### src/rtl/hex_record_writer_pkg.sv
// Shared constants and state encoding for the Intel HEX record writer.
package hex_record_writer_pkg;

    localparam logic [7:0] ASCII_COLON = 8'h3A;
    localparam logic [7:0] ASCII_CR    = 8'h0D;
    localparam logic [7:0] ASCII_LF    = 8'h0A;
    localparam logic [7:0] ASCII_ZERO  = 8'h30;

    localparam logic [7:0] REC_DATA    = 8'h00;
    localparam logic [7:0] REC_EOF     = 8'h01;

    typedef enum logic [4:0] {
        S_IDLE    = 5'd0,
        S_COLON   = 5'd1,
        S_LEN_H   = 5'd2,
        S_LEN_L   = 5'd3,
        S_ADR3    = 5'd4,
        S_ADR2    = 5'd5,
        S_ADR1    = 5'd6,
        S_ADR0    = 5'd7,
        S_TYP_H   = 5'd8,
        S_TYP_L   = 5'd9,
        S_FETCH   = 5'd10,
        S_WAIT_RD = 5'd11,
        S_DAT_H   = 5'd12,
        S_DAT_L   = 5'd13,
        S_CK_H    = 5'd14,
        S_CK_L    = 5'd15,
        S_CR      = 5'd16,
        S_LF      = 5'd17,
        S_DONE    = 5'd18
    } state_e;

    // True for states that present a character on the output stream.
    function automatic logic is_emit_state(input state_e s);
        logic r;
        case (s)
            S_IDLE, S_FETCH, S_WAIT_RD, S_DONE: r = 1'b0;
            default:                            r = 1'b1;
        endcase
        return r;
    endfunction

endpackage

### src/rtl/hex_record_writer_nibble.sv
// Combinational 4-bit value to uppercase ASCII hex digit.
module hex_nibble_to_ascii (
    input  logic [3:0] nibble_i,
    output logic [7:0] ascii_o
);

    // Digits 0-9 map from '0', digits A-F map from 'A' - 10.
    always_comb begin
        if (nibble_i < 4'd10) begin
            ascii_o = 8'h30 + {4'h0, nibble_i};
        end else begin
            ascii_o = 8'h37 + {4'h0, nibble_i};
        end
    end

endmodule

### src/rtl/hex_record_writer.sv
// Intel HEX encoder: streams a memory byte range as data records plus EOF.
// All outputs are registered; the character for the next state is computed
// from next-state values so out_data lines up with the state presenting it.
module hex_record_writer
    import hex_record_writer_pkg::*;
#(
    parameter int ADDR_WIDTH     = 15,
    parameter int BYTES_PER_LINE = 16,
    parameter int LEN_WIDTH      = 16
) (
    input  logic                  clk_74a,
    input  logic                  reset_n,
    input  logic                  start,
    input  logic [ADDR_WIDTH-1:0] base_addr,
    input  logic [LEN_WIDTH-1:0]  length,
    output logic                  busy,
    output logic                  done,
    output logic                  mem_rd_en,
    output logic [ADDR_WIDTH-1:0] mem_rd_addr,
    input  logic [7:0]            mem_rd_data,
    output logic                  out_valid,
    output logic [7:0]            out_data,
    input  logic                  out_ready
);

    localparam logic [LEN_WIDTH-1:0] BPL_L = LEN_WIDTH'(BYTES_PER_LINE);
    localparam logic [7:0]           BPL_B = 8'(BYTES_PER_LINE);

    state_e                  state_q, state_d;
    logic [ADDR_WIDTH-1:0]   addr_q, addr_d;
    logic [LEN_WIDTH-1:0]    total_q, total_d;
    logic [7:0]              line_q, line_d;
    logic [15:0]             line_addr_q, line_addr_d;
    logic [7:0]              byte_q, byte_d;
    logic [7:0]              sum_q, sum_d;
    logic                    is_eof_q, is_eof_d;
    logic                    busy_q, done_q, rd_en_q, out_valid_q;
    logic [7:0]              out_data_q;

    logic                    hs_s;
    logic [7:0]              ll_s;
    logic [15:0]             la_s;
    logic [7:0]              ck_s;
    logic [3:0]              nib_s;
    logic [7:0]              nib_ascii_s;
    logic [7:0]              char_s;

    assign hs_s = out_valid_q & out_ready;
    assign ll_s = (total_q < BPL_L) ? 8'(total_q) : BPL_B;
    assign la_s = 16'(addr_q);
    assign ck_s = 8'h00 - sum_d;

    hex_nibble_to_ascii u_nib (
        .nibble_i (nib_s),
        .ascii_o  (nib_ascii_s)
    );

    // State and datapath registers, plus the registered output stage.
    always_ff @(posedge clk_74a or negedge reset_n) begin
        if (!reset_n) begin
            state_q     <= S_IDLE;
            addr_q      <= '0;
            total_q     <= '0;
            line_q      <= 8'h00;
            line_addr_q <= 16'h0000;
            byte_q      <= 8'h00;
            sum_q       <= 8'h00;
            is_eof_q    <= 1'b0;
            busy_q      <= 1'b0;
            done_q      <= 1'b0;
            rd_en_q     <= 1'b0;
            out_valid_q <= 1'b0;
            out_data_q  <= 8'h00;
        end else begin
            state_q     <= state_d;
            addr_q      <= addr_d;
            total_q     <= total_d;
            line_q      <= line_d;
            line_addr_q <= line_addr_d;
            byte_q      <= byte_d;
            sum_q       <= sum_d;
            is_eof_q    <= is_eof_d;
            busy_q      <= (state_d != S_IDLE) && (state_d != S_DONE);
            done_q      <= (state_d == S_DONE);
            rd_en_q     <= (state_d == S_FETCH);
            out_valid_q <= is_emit_state(state_d);
            out_data_q  <= char_s;
        end
    end

    // Next-state logic: emit states advance only on a handshake.
    always_comb begin
        state_d = state_q;
        case (state_q)
            S_IDLE:    if (start) state_d = S_COLON; else state_d = S_IDLE;
            S_COLON:   if (hs_s) state_d = S_LEN_H; else state_d = S_COLON;
            S_LEN_H:   if (hs_s) state_d = S_LEN_L; else state_d = S_LEN_H;
            S_LEN_L:   if (hs_s) state_d = S_ADR3; else state_d = S_LEN_L;
            S_ADR3:    if (hs_s) state_d = S_ADR2; else state_d = S_ADR3;
            S_ADR2:    if (hs_s) state_d = S_ADR1; else state_d = S_ADR2;
            S_ADR1:    if (hs_s) state_d = S_ADR0; else state_d = S_ADR1;
            S_ADR0:    if (hs_s) state_d = S_TYP_H; else state_d = S_ADR0;
            S_TYP_H:   if (hs_s) state_d = S_TYP_L; else state_d = S_TYP_H;
            S_TYP_L: begin
                if (hs_s) begin
                    state_d = (line_q == 8'h00) ? S_CK_H : S_FETCH;
                end else begin
                    state_d = S_TYP_L;
                end
            end
            S_FETCH:   state_d = S_WAIT_RD;
            S_WAIT_RD: state_d = S_DAT_H;
            S_DAT_H:   if (hs_s) state_d = S_DAT_L; else state_d = S_DAT_H;
            S_DAT_L: begin
                if (hs_s) begin
                    state_d = (line_q == 8'h01) ? S_CK_H : S_FETCH;
                end else begin
                    state_d = S_DAT_L;
                end
            end
            S_CK_H:    if (hs_s) state_d = S_CK_L; else state_d = S_CK_H;
            S_CK_L:    if (hs_s) state_d = S_CR; else state_d = S_CK_L;
            S_CR:      if (hs_s) state_d = S_LF; else state_d = S_CR;
            S_LF: begin
                if (hs_s) begin
                    if ((total_q != '0) || !is_eof_q) begin
                        state_d = S_COLON;
                    end else begin
                        state_d = S_DONE;
                    end
                end else begin
                    state_d = S_LF;
                end
            end
            S_DONE:    state_d = S_IDLE;
            default:   state_d = S_IDLE;
        endcase
    end

    // Datapath: latch the job, set up each record header, accumulate checksum.
    always_comb begin
        addr_d      = addr_q;
        total_d     = total_q;
        line_d      = line_q;
        line_addr_d = line_addr_q;
        byte_d      = byte_q;
        sum_d       = sum_q;
        is_eof_d    = is_eof_q;
        case (state_q)
            S_IDLE: begin
                if (start) begin
                    addr_d   = base_addr;
                    total_d  = length;
                    is_eof_d = (length == {LEN_WIDTH{1'b0}});
                end else begin
                    addr_d   = addr_q;
                end
            end
            S_COLON: begin
                if (hs_s && is_eof_q) begin
                    line_d      = 8'h00;
                    line_addr_d = 16'h0000;
                    sum_d       = REC_EOF;
                end else if (hs_s) begin
                    line_d      = ll_s;
                    line_addr_d = la_s;
                    sum_d       = ll_s + la_s[15:8] + la_s[7:0] + REC_DATA;
                end else begin
                    sum_d       = sum_q;
                end
            end
            S_WAIT_RD: begin
                byte_d = mem_rd_data;
                sum_d  = sum_q + mem_rd_data;
            end
            S_DAT_L: begin
                if (hs_s) begin
                    addr_d  = addr_q + ADDR_WIDTH'(1);
                    line_d  = line_q - 8'h01;
                    total_d = total_q - LEN_WIDTH'(1);
                end else begin
                    addr_d  = addr_q;
                end
            end
            S_LF: begin
                if (hs_s && (total_q == '0) && !is_eof_q) begin
                    is_eof_d = 1'b1;
                end else begin
                    is_eof_d = is_eof_q;
                end
            end
            default: begin
                addr_d = addr_q;
            end
        endcase
    end

    // Output decode: character the next state will present.
    always_comb begin
        nib_s  = 4'h0;
        char_s = 8'h00;
        case (state_d)
            S_LEN_H: nib_s = line_d[7:4];
            S_LEN_L: nib_s = line_d[3:0];
            S_ADR3:  nib_s = line_addr_d[15:12];
            S_ADR2:  nib_s = line_addr_d[11:8];
            S_ADR1:  nib_s = line_addr_d[7:4];
            S_ADR0:  nib_s = line_addr_d[3:0];
            S_DAT_H: nib_s = byte_d[7:4];
            S_DAT_L: nib_s = byte_d[3:0];
            S_CK_H:  nib_s = ck_s[7:4];
            S_CK_L:  nib_s = ck_s[3:0];
            default: nib_s = 4'h0;
        endcase
        case (state_d)
            S_COLON: char_s = ASCII_COLON;
            S_TYP_H: char_s = ASCII_ZERO;
            S_TYP_L: char_s = ASCII_ZERO + {7'h00, is_eof_d};
            S_CR:    char_s = ASCII_CR;
            S_LF:    char_s = ASCII_LF;
            S_LEN_H, S_LEN_L, S_ADR3, S_ADR2, S_ADR1, S_ADR0,
            S_DAT_H, S_DAT_L, S_CK_H, S_CK_L: char_s = nib_ascii_s;
            default: char_s = 8'h00;
        endcase
    end

    assign busy        = busy_q;
    assign done        = done_q;
    assign mem_rd_en   = rd_en_q;
    assign mem_rd_addr = addr_q;
    assign out_valid   = out_valid_q;
    assign out_data    = out_data_q;

endmodule

### config.mk
export PLATFORM = sky130hd
export DESIGN_NAME = hex_record_writer
export DESIGN_NICKNAME = d
export VERILOG_FILES = /design/src/rtl/hex_record_writer_pkg.sv /design/src/rtl/hex_record_writer_nibble.sv /design/src/rtl/hex_record_writer.sv
export SDC_FILE = /design/constraint.sdc
export NUM_CORES = 1
export LEC_CHECK = 0
export ABC_AREA = 1
export BUFFER_PORTS_ARGS = -buffer_cell sky130_fd_sc_hd__buf_2
export CAP_MARGIN = 20
export CORE_UTILIZATION = 55
export DETAILED_ROUTE_END_ITERATION = 12
export HOLD_SLACK_MARGIN = 0.12
export PLACE_DENSITY = 0.75
export SLEW_MARGIN = 20
export SYNTH_ARGS = -nofsm -noshare
export SYNTH_HDL_FRONTEND = slang
export SYNTH_SLANG_ARGS = --single-unit
### constraint.sdc
create_clock -name clk_74a -period 7.9 [get_ports clk_74a]
set_input_delay 1.185 -clock clk_74a [delete_from_list [all_inputs] [get_ports clk_74a]]
set_output_delay 1.185 -clock clk_74a [all_outputs]
set_load 0.01 [all_outputs]
==> impl_metrics.json, run 1 <==
{
  "status": "finished clean",
  "worstSkewPairLatency_ps": 340,
  "startpoint_type": "register",
  "yosys.area.top_type": "dfrtp_1",
  "hp-start": "byte_q[4]",
  "rows": 39,
  "synth.top_cell.area_share": 0.338,
  "cpMaxStageDelayCell": "fa_1",
  "initial_utilization": 0.568,
  "core_area_um2": 11500,
  "reg2reg_depth": 27,
  "finalSetupTns_ps": 0,
  "drive_gt1_frac": 0.137,
  "ys_seq_elements": 88,
  "cts_root_buf": "clkbuf_16",
  "die_h_um": 111,
  "peakVddDrop_v": 0.000239,
  "antenna_found_initial": 0,
  "max_stage_delay_ps": 440,
  "path_clk_slew_ps": 70,
  "dieWidth_um": 111,
  "grt_max_degree": 75,
  "hpwl_um": 13800,
  "synthesis.area_um2": 6520,
  "period_share": 0.564,
  "endpoint_kind": "register",
  "rsz0062_at_grt": "false",
  "timing.critical_path.fanout_max": 5,
  "regToRegSetupSlack_ps": 3440,
  "worstReg2RegStart": "total_q[8]",
  "clock.fmax_mhz": 224,
  "cellPowerDensity_nw_per_um2": 426,
  "ys_warn_count": 0,
  "drc": 0,
  "grt.overflow.total": 0,
  "crit_top_cell": "nand2_1",
  "ant_nets": 0,
  "cts_buffer_depth": 2,
  "htree_num_levels": 3,
  "cts_setup_buffers": 0,
  "r2r_end": "out_data[2]",
  "holdBufCountCts": 0,
  "synth_area_per_cell_um2": 6.83,
  "setup_violations": 0,
  "diodes": 0,
  "dieArea_um2": 12300,
  "track_usage": 0.310,
  "yosysSeqAreaShare": 0.338,
  "nNetsFinal": 1084,
  "fin_skew_ps": 8.25,
  "min_path_type": "reg2reg",
  "drt-total-wl_um": 18200,
  "grt_pass1_wl_um": 30500,
  "totalPowerFinal_mw": 3.09,
  "hold_depth": 2,
  "leakage_nw": 3.79,
  "cts_tree": "done",
  "period_needed_ps": 4460,
  "maxCapViolations": 0,
  "whs_endpoint": "byte_q[4]",
  "grt_pass1_vias": 6110,
  "io_buffers": 68,
  "vias": 6616,
  "dr.pass1.iters": 5,
  "pin_count": 70,
  "wl_per_cell_um": 15.7,
  "viasPerCell": 5.70,
  "worst_pin_slew_ps": 942,
  "path_class": "reg2reg",
  "place_inst": 1145,
  "drtIter0Drc": 570,
  "slew_headroom": 0.372,
  "numCtsBuffers": 9,
  "cts_resized": 0,
  "finalHoldViolCount": 0,
  "cp_data_arrival_time_ps": 4690,
  "synthesis.instances": 955,
  "critPathRequiredTime_ps": 8130,
  "synthTopCellsByArea": "dfrtp_1 (34%), nand2_1 (15%), nand3_1 (6.7%)",
  "fin_cells": 1161,
  "final_max_slew_viol_count": 0,
  "synthToLayoutAreaGrowth_pct": 11.2,
  "place_congestion": 0.956,
  "synth_cell_types": 42,
  "clock-sinks": 88
}
[per-stage QoR]
step / hold WS (ps) / cell area [um2] / utilization / setup WS (ps)
floorplan: 445 / 6530 / - / 4070
finish: 490 / 7250 / 0.632 / 3440
global placement: 467 / 6950 / 0.606 / 3550
global route: 527 / 7250 / 0.632 / 3010
CTS: 489 / 7250 / 0.632 / 3490
detailed placement: 471 / 6950 / 0.606 / 3510
[power by group]
part / total, mW / switching (mW) / internal, mW / leakage, nW
combinational: 1.83 / 1.23 / 0.607 / 2.56
clock: 0.437 / 0.183 / 0.254 / 0.145
sequential: 0.822 / 0.175 / 0.647 / 1.09
[state kept, by name, summed over array words and instances (netlist names), 5 cells and up]
register,count
byte_q,8
line_addr_q,16
line_q,8
mem_rd_addr,15
out_data,7
state_q,5
sum_q,8
total_q,16
[critical path, delay by kind of cell (launching register included)]
family / cells / cell delay, ps
flops: 1 / 400
fa+ha+maj: 4 / 1320
simple gates: 20 / 2390
compound gates: 1 / 80
buf+inv: 2 / 150
[logic make-up after synthesis]
family	share of synthesized area
other	0.000575
AOI/OAI and AO/OA	0.125
DFF	0.338
xor gates and xnor gates	0.0134
and+or+nand+nor	0.373
buffers and inverters	0.0869
adders and majority gates	0.0641
[worst max path at each step]
stage / startpoint / end / slack [ps]
2_1_floorplan: total_q[8] / out_data[2] / 4070
3_3_place_gp: out_ready / out_data[2] / 3550
3_5_place_dp: total_q[8] / out_data[2] / 3510
4_1_cts: total_q[8] / out_data[2] / 3490
5_1_grt: total_q[8] / out_data[2] / 3010
6_report: total_q[8] / out_data[2] / 3440
[cell type report]
cell class,instances,area [um2]
clock buffers,11,243
inverters,115,432
multi-input cells,727,3760
fillers,1084,4220
well taps,143,179
flip-flops and latches,88,2200
clock inverters,5,56.3
repair buffers,72,373
[synthesized netlist by cell type, drive strengths merged]
library cell / count
a21oi: 35
or2: 3
nand2: 273
o21a: 3
a22oi: 6
and2: 1
o211ai: 5
nor4: 10
xor2: 9
a32oi: 1
conb: 1
o221ai: 2
a31oi: 4
nand4: 18
o22ai: 7
xnor2: 1
o21bai: 2
inv: 115
buf: 13
fa: 9
clkbuf: 14
a21o: 1
o21ai: 78
ha: 19
o32ai: 1
nor3: 14
nor2: 120
nand3b: 1
a21boi: 2
nand3: 99
dfrtp: 88
[cells in the final DEF (no fill, tap or decap), drive strengths merged]
master / synthesis / layout
nor2: 120 / 120
o22ai: 7 / 7
nand3: 99 / 99
ha: 19 / 19
nand2: 273 / 273
o21ai: 78 / 78
clkinv: 0 / 3
o32ai: 1 / 1
nor3: 14 / 14
fa: 9 / 9
nand3b: 1 / 1
clkinvlp: 0 / 1
o221ai: 2 / 2
a21o: 1 / 1
a31oi: 4 / 4
a21oi: 35 / 35
a32oi: 1 / 1
o211ai: 5 / 5
o21a: 3 / 3
o21bai: 2 / 2
xnor2: 1 / 1
inv: 115 / 115
nand4: 18 / 18
dfrtp: 88 / 88
bufinv: 0 / 1
conb: 1 / 3
or2: 3 / 3
xor2: 9 / 9
and2: 1 / 1
buf: 13 / 72
clkbuf: 14 / 11
a21boi: 2 / 2
nor4: 10 / 10
a22oi: 6 / 6
[metal layers]
layer / part of all wire / routed length, um / vias to the layer above / global-route usage
met5: 0 / 0 / - / 0
met4: 0.032 / 581 / 0 / 0.127
met3: 0.077 / 1410 / 44 / 0.0437
met2: 0.44 / 8040 / 316 / 0.478
met1: 0.45 / 8220 / 3007 / 0.439
li1: - / - / 3249 / -
Note: power is estimated with default switching activity, not from simulation.
==> run 2: changes to the inputs <==
- CORE_UTILIZATION: 55 -> 54
- PLACE_DENSITY: 0.75 -> 0.77
- clock period: 7.9 -> 3.7 ns (I/O delays scaled with it)
==> impl_metrics.json, run 2 (synthesized netlist as in run 1, its figures left out) <==
{
  "worstSkewPairLatency_ps": 360,
  "fin_skew_ps": 8.48,
  "reg2reg_depth": 23,
  "path_depth": 23,
  "place_congestion": 0.942,
  "totalPowerFinal_mw": 7.05,
  "crit_top_cell": "nand2_1",
  "ant_nets": 0,
  "pwr-share-comb": 0.617,
  "vias": 6729,
  "p_sw_frac": 0.503,
  "setup_violations": 3,
  "path_cells": "nor2_2, nand2_2, nor2_4, nand2_2, nor2_4, fa_1, ha_4, fa_2, xnor2_2, o21ai_1, nand2_1, nand3_2, nand3b_1, buf_4, buf_6, nand3_2, nand2_2, nor2_4, nand2_1, nor2_2, o21bai_1, nand2_1, nand2_1",
  "peakVddDrop_v": 0.000420,
  "numCtsBuffers": 9,
  "pwr-share-clk": 0.136,
  "max_stage_delay_ps": 470,
  "grt_pass1_wl_um": 31500,
  "cpMaxStageDelayCell": "fa_1",
  "final_area_um2": 7640,
  "fin_cells": 1195,
  "critPathRequiredTime_ps": 3940,
  "path_class": "reg2reg",
  "dr.pass1.iters": 9,
  "maxCapViolations": 0,
  "dieWidth_um": 112,
  "drt-total-wl_um": 19000,
  "rsz0062_at_grt": "true",
  "violations": "design-rule violations, negative setup slack",
  "drc": 3,
  "cts_buffer_depth": 2,
  "die_h_um": 112,
  "clock-sinks": 88,
  "period_share": 1.02,
  "path_clk_slew_ps": 70,
  "initial_utilization": 0.561,
  "final_common_cell": "nand2_1",
  "drtIter0Drc": 543,
  "wl_per_cell_um": 15.9,
  "io_buffers": 68,
  "nFillCells": 1056,
  "antenna_found_initial": 0,
  "final_max_slew_viol_count": 0,
  "viasPerCell": 5.63,
  "cellPowerDensity_nw_per_um2": 923,
  "drive_gt1_frac": 0.188,
  "rows": 39,
  "slew_headroom": 0.421,
  "core_area_um2": 11600,
  "startpoint_type": "register",
  "htree_num_levels": 3,
  "leakage_nw": 3.97,
  "status": "complete, but fails checks",
  "endpoint_kind": "register",
  "diodes": 0,
  "clock.fmax_mhz": 265,
  "crit_family": "simple AND/OR/NAND/NOR gates",
  "synthToLayoutAreaGrowth_pct": 17.2,
  "worst_pin_slew_ps": 860,
  "layout_setup_ws_ps": -68.3,
  "cp_data_arrival_time_ps": 4010,
  "hpwl_um": 14300,
  "grt.overflow.total": 0,
  "track_usage": 0.320,
  "grt_pass1_vias": 6337,
  "p_seq_frac": 0.247,
  "final_cell_mix": "nand2_1 (259), inv_1 (102), nor2_1 (93)",
  "pre_cts_slack_ps": -149,
  "pin_count": 70,
  "finalSetupTns_ps": -134,
  "detailed_place.area_um2": 7180,
  "cts_root_buf": "clkbuf_16",
  "grt_max_degree": 61,
  "timing.critical_path.fanout_max": 5,
  "dieArea_um2": 12500,
  "min_path_type": "in2async",
  "p_switching_mw": 3.55,
  "place_inst": 1175,
  "critPathBufInv": 2,
  "period_needed_ps": 3770,
  "finalHoldViolCount": 0,
  "cts_tree": "done",
  "nNetsFinal": 1118,
  "p_int_mw": 3.50
}
[run 2: cell count changes in the layout (fill, tap and decap cells not counted), sizes merged]
cell / delta
buf: +34
clkbuf: -1
clkinv: +1
clkinvlp: -1
inv: +1
[run 2: through the flow]
| stage | hold slack [ps] | utilization |
|---|---|---|
| 3_5_place_dp | 475 | 0.619 |
| 5_1_grt | 344 | 0.658 |
| 6_report | 265 | 0.658 |
| 3_3_place_gp | 465 | 0.619 |
| 4_1_cts | 306 | 0.648 |
| 2_1_floorplan | 259 | - |
[run 2: power groups by stage]
stage | registers, mW | logic [mW] | clock network, mW
detailed placement | 1.74 | 4.03 | 0
CTS | 1.73 | 4.12 | 0.968
floorplan | 1.70 | 2.88 | 0
global placement | 1.73 | 3.99 | 0
global route | 1.79 | 4.92 | 1.01
finish | 1.74 | 4.35 | 0.961
[run 2: final timing paths]
check | startpoint | to | slack (ps)
min reg2reg | byte_q[1] | byte_q[1] | 490
max in group asynchronous | reset_n | byte_q[5] | 2680
min | reset_n | total_q[11] | 260
max reg2reg | total_q[8] | out_data[2] | -70
max | total_q[8] | out_data[2] | -70
min in group clk_74a | base_addr[1] | mem_rd_addr[1] | 450
[run 2: metal layers]
layer  GRT usage  vias up  share of wire
met1       0.451     3118           0.45
met3      0.0604       46          0.075
li1            -     3305              -
met2       0.478      260           0.44
met4       0.146        0          0.036
met5           0        -              0
[run 2: area by class of cell]
cell class,count,area (um2),area share
clock inverter,6,66.3,0.00868
clock buffer,10,239,0.0313
timing repair buffer,106,632,0.0827
tap,143,179,0.0234
inverter,115,432,0.0565
sequential,88,2200,0.288
multi-input combinational,727,3890,0.509
[run 2: repair_timing]
item                       in CTS  in global routing
resized for setup               9                 23
buffers inserted                1                  4
setup endpoints to repair       7                  7
pin swaps                       1                 17
hold buffers                    0                  0
[run 2: worst reg2reg max path: stages (launching register included)]
cell and delay, ps:
dfrtp_1 390, nor2_2 150, nand2_2 100, nor2_4 130
nand2_2 80, nor2_4 130, fa_1 470, ha_4 190
fa_2 430, xnor2_2 160, o21ai_1 80, nand2_1 70
nand3_2 110, nand3b_1 230, buf_4 170, buf_6 110
nand3_2 60, nand2_2 80, nor2_4 140, nand2_1 90
nor2_2 120, o21bai_1 70, nand2_1 60, nand2_1 40
==> run 3: changes to the inputs <==
- SETUP_SLACK_MARGIN: not set -> 0.15
- SLEW_MARGIN: 20 -> 10
==> impl_metrics.json, run 3 (synthesized netlist as in run 1, its figures left out) <==
{
  "maxCapViolations": 0,
  "htree_num_levels": 3,
  "viasPerCell": 5.73,
  "track_usage": 0.325,
  "p_sw_frac": 0.503,
  "cts_root_buf": "clkbuf_16",
  "finalHoldViolCount": 0,
  "r2r_end": "out_data[2]",
  "grt_pass1_wl_um": 31700,
  "regToRegSetupSlack_ps": -90,
  "finalSetupTns_ps": -284,
  "core_area_um2": 11600,
  "layout_setup_ws_ps": -90.2,
  "slew_headroom": 0.460,
  "fin_cells": 1203,
  "place_inst": 1169,
  "regArea_um2": 2200,
  "synthToLayoutAreaGrowth_pct": 18.2,
  "initial_utilization": 0.561,
  "rsz0062_at_grt": "true",
  "numCtsBuffers": 9,
  "clock-sinks": 88,
  "nNetsFinal": 1126,
  "diodes": 0,
  "place_congestion": 0.961,
  "final_max_slew_viol_count": 0,
  "final_area_um2": 7700,
  "clock.fmax_mhz": 264,
  "startpoint_type": "register",
  "worst_pin_slew_ps": 802,
  "cellPowerDensity_nw_per_um2": 934,
  "period_share": 1.02,
  "use_met2": 0.525,
  "final_cell_mix": "nand2_1 (260), inv_1 (99), nor2_1 (93)",
  "rows": 39,
  "cts_buffer_depth": 2,
  "gr-usage-met3": 0.0686,
  "drtIter0Drc": 584,
  "worstReg2RegStart": "total_q[10]",
  "wl_per_cell_um": 16.2,
  "p_switching_mw": 3.62,
  "worstSkewPairLatency_ps": 360,
  "timing.critical_path.fanout_max": 4,
  "use_met1": 0.429,
  "hpwl_um": 14400,
  "p_seq_frac": 0.243,
  "drive_gt1_frac": 0.200,
  "dieArea_um2": 12500,
  "grt.overflow.total": 0,
  "drt-total-wl_um": 19500,
  "grt_max_degree": 44,
  "fin_skew_ps": 7.93,
  "antenna_found_initial": 0,
  "grt-busiest-layer": "met2",
  "nFillCells": 1013,
  "min_path_type": "in2async",
  "p_int_mw": 3.58,
  "cts_tree": "done",
  "peakVddDrop_v": 0.000450,
  "setup_violations": 7,
  "reg2reg_depth": 24,
  "final_common_cell": "nand2_1",
  "period_needed_ps": 3790,
  "drc": 0,
  "io_buffers": 68,
  "multi_input_area_um2": 3880,
  "dieWidth_um": 112,
  "leakage_nw": 4.02,
  "die_h_um": 112,
  "dr.pass1.iters": 6,
  "endpoint_kind": "register",
  "ant_nets": 0,
  "status": "complete, but fails checks",
  "path_class": "reg2reg",
  "violations": "negative setup slack",
  "critPathRequiredTime_ps": 3950,
  "pwr-share-comb": 0.618,
  "path_clk_slew_ps": 70,
  "pwr-share-clk": 0.139,
  "vias": 6897,
  "cp_data_arrival_time_ps": 4040,
  "pin_count": 70,
  "grt_pass1_vias": 6591,
  "detailed_place.area_um2": 7150
}
[run 3: cell types whose count changed in the layout (fill, tap and decap cells not counted), moves of 2 or more]
cell | previous run | this run
nor2_2 | 14 | 16
buf_4 | 38 | 46
nand2_2 | 13 | 11
o21ai_0 | 72 | 74
inv_1 | 102 | 99
nor2_4 | 13 | 11
inv_2 | 13 | 16
o21ai_1 | 6 | 3
nand3_1 | 84 | 82
nand3_2 | 13 | 16
[run 3: area by class of cell]
class | count | area share
Tap cell | 143 | 0.0232
Clock buffer | 9 | 0.0292
Inverter | 115 | 0.0560
Multi-Input combinational cell | 727 | 0.503
Sequential cell | 88 | 0.286
Clock inverter | 7 | 0.0123
Timing Repair Buffer | 114 | 0.0898
[run 3: critical path, stage by stage (launching register included)]
cell and delay, ps:
dfrtp_1 410, nor2_2 150, nand2_2 100, nor2_4 160, nand2_4 90, nor2_4 100
fa_1 470, ha_4 200, fa_2 380, xnor2_2 150, o21ai_1 70, nand2_1 70
nand3_2 100, nand3b_1 260, nor2_2 190, nand2_1 90, nand3_2 80, nand2_2 70
nor2_4 110, ha_4 160, nand2_1 50, nand2_1 60, nand3_1 60, nand2_1 60
nand2_1 40
[run 3: power by group through the flow]
stage | Sequential [mW] | Combinational [mW] | Clock [mW]
6_report | 1.75 | 4.44 | 1.00
5_1_grt | 1.79 | 4.94 | 1.06
4_1_cts | 1.74 | 4.21 | 1.02
3_5_place_dp | 1.75 | 3.98 | 0
3_3_place_gp | 1.74 | 3.94 | 0
2_1_floorplan | 1.70 | 2.89 | 0
[run 3: how the worst max path moves through the flow]
stage | start | to | slack [ps]
2_1_floorplan | total_q[8] | out_data[2] | 170
3_5_place_dp | total_q[9] | out_data[2] | -100
4_1_cts | total_q[8] | out_data[2] | 30
5_1_grt | total_q[10] | out_data[2] | -370
6_report | total_q[10] | out_data[2] | -90
3_3_place_gp | total_q[11] | out_data[2] | 60
[run 3: repair_timing]
item                                    4_1_cts  5_1_grt
endpoints found under the setup margin        7        7
cloned                                        0        0
hold buffers                                  0        0
gates resized for setup                      14       15
buffers inserted                             13        5
pin swaps                                    20       20
[run 3: metrics by stage]
stage	util	total power, mW	hold WS (ps)	setup WS (ps)
global placement	0.616	5.68	464	59.2
detailed placement	0.616	5.73	463	-97.3
finish	0.663	7.20	125	-90.2
CTS	0.656	6.97	138	31.0
floorplan	-	4.60	259	167
global route	0.663	7.79	157	-368
[run 3: metal layers]
layer	wire, um	vias to the layer above
met5	0	-
met4	640	0
met3	1620	64
met2	9100	304
met1	8180	3204
li1	-	3325
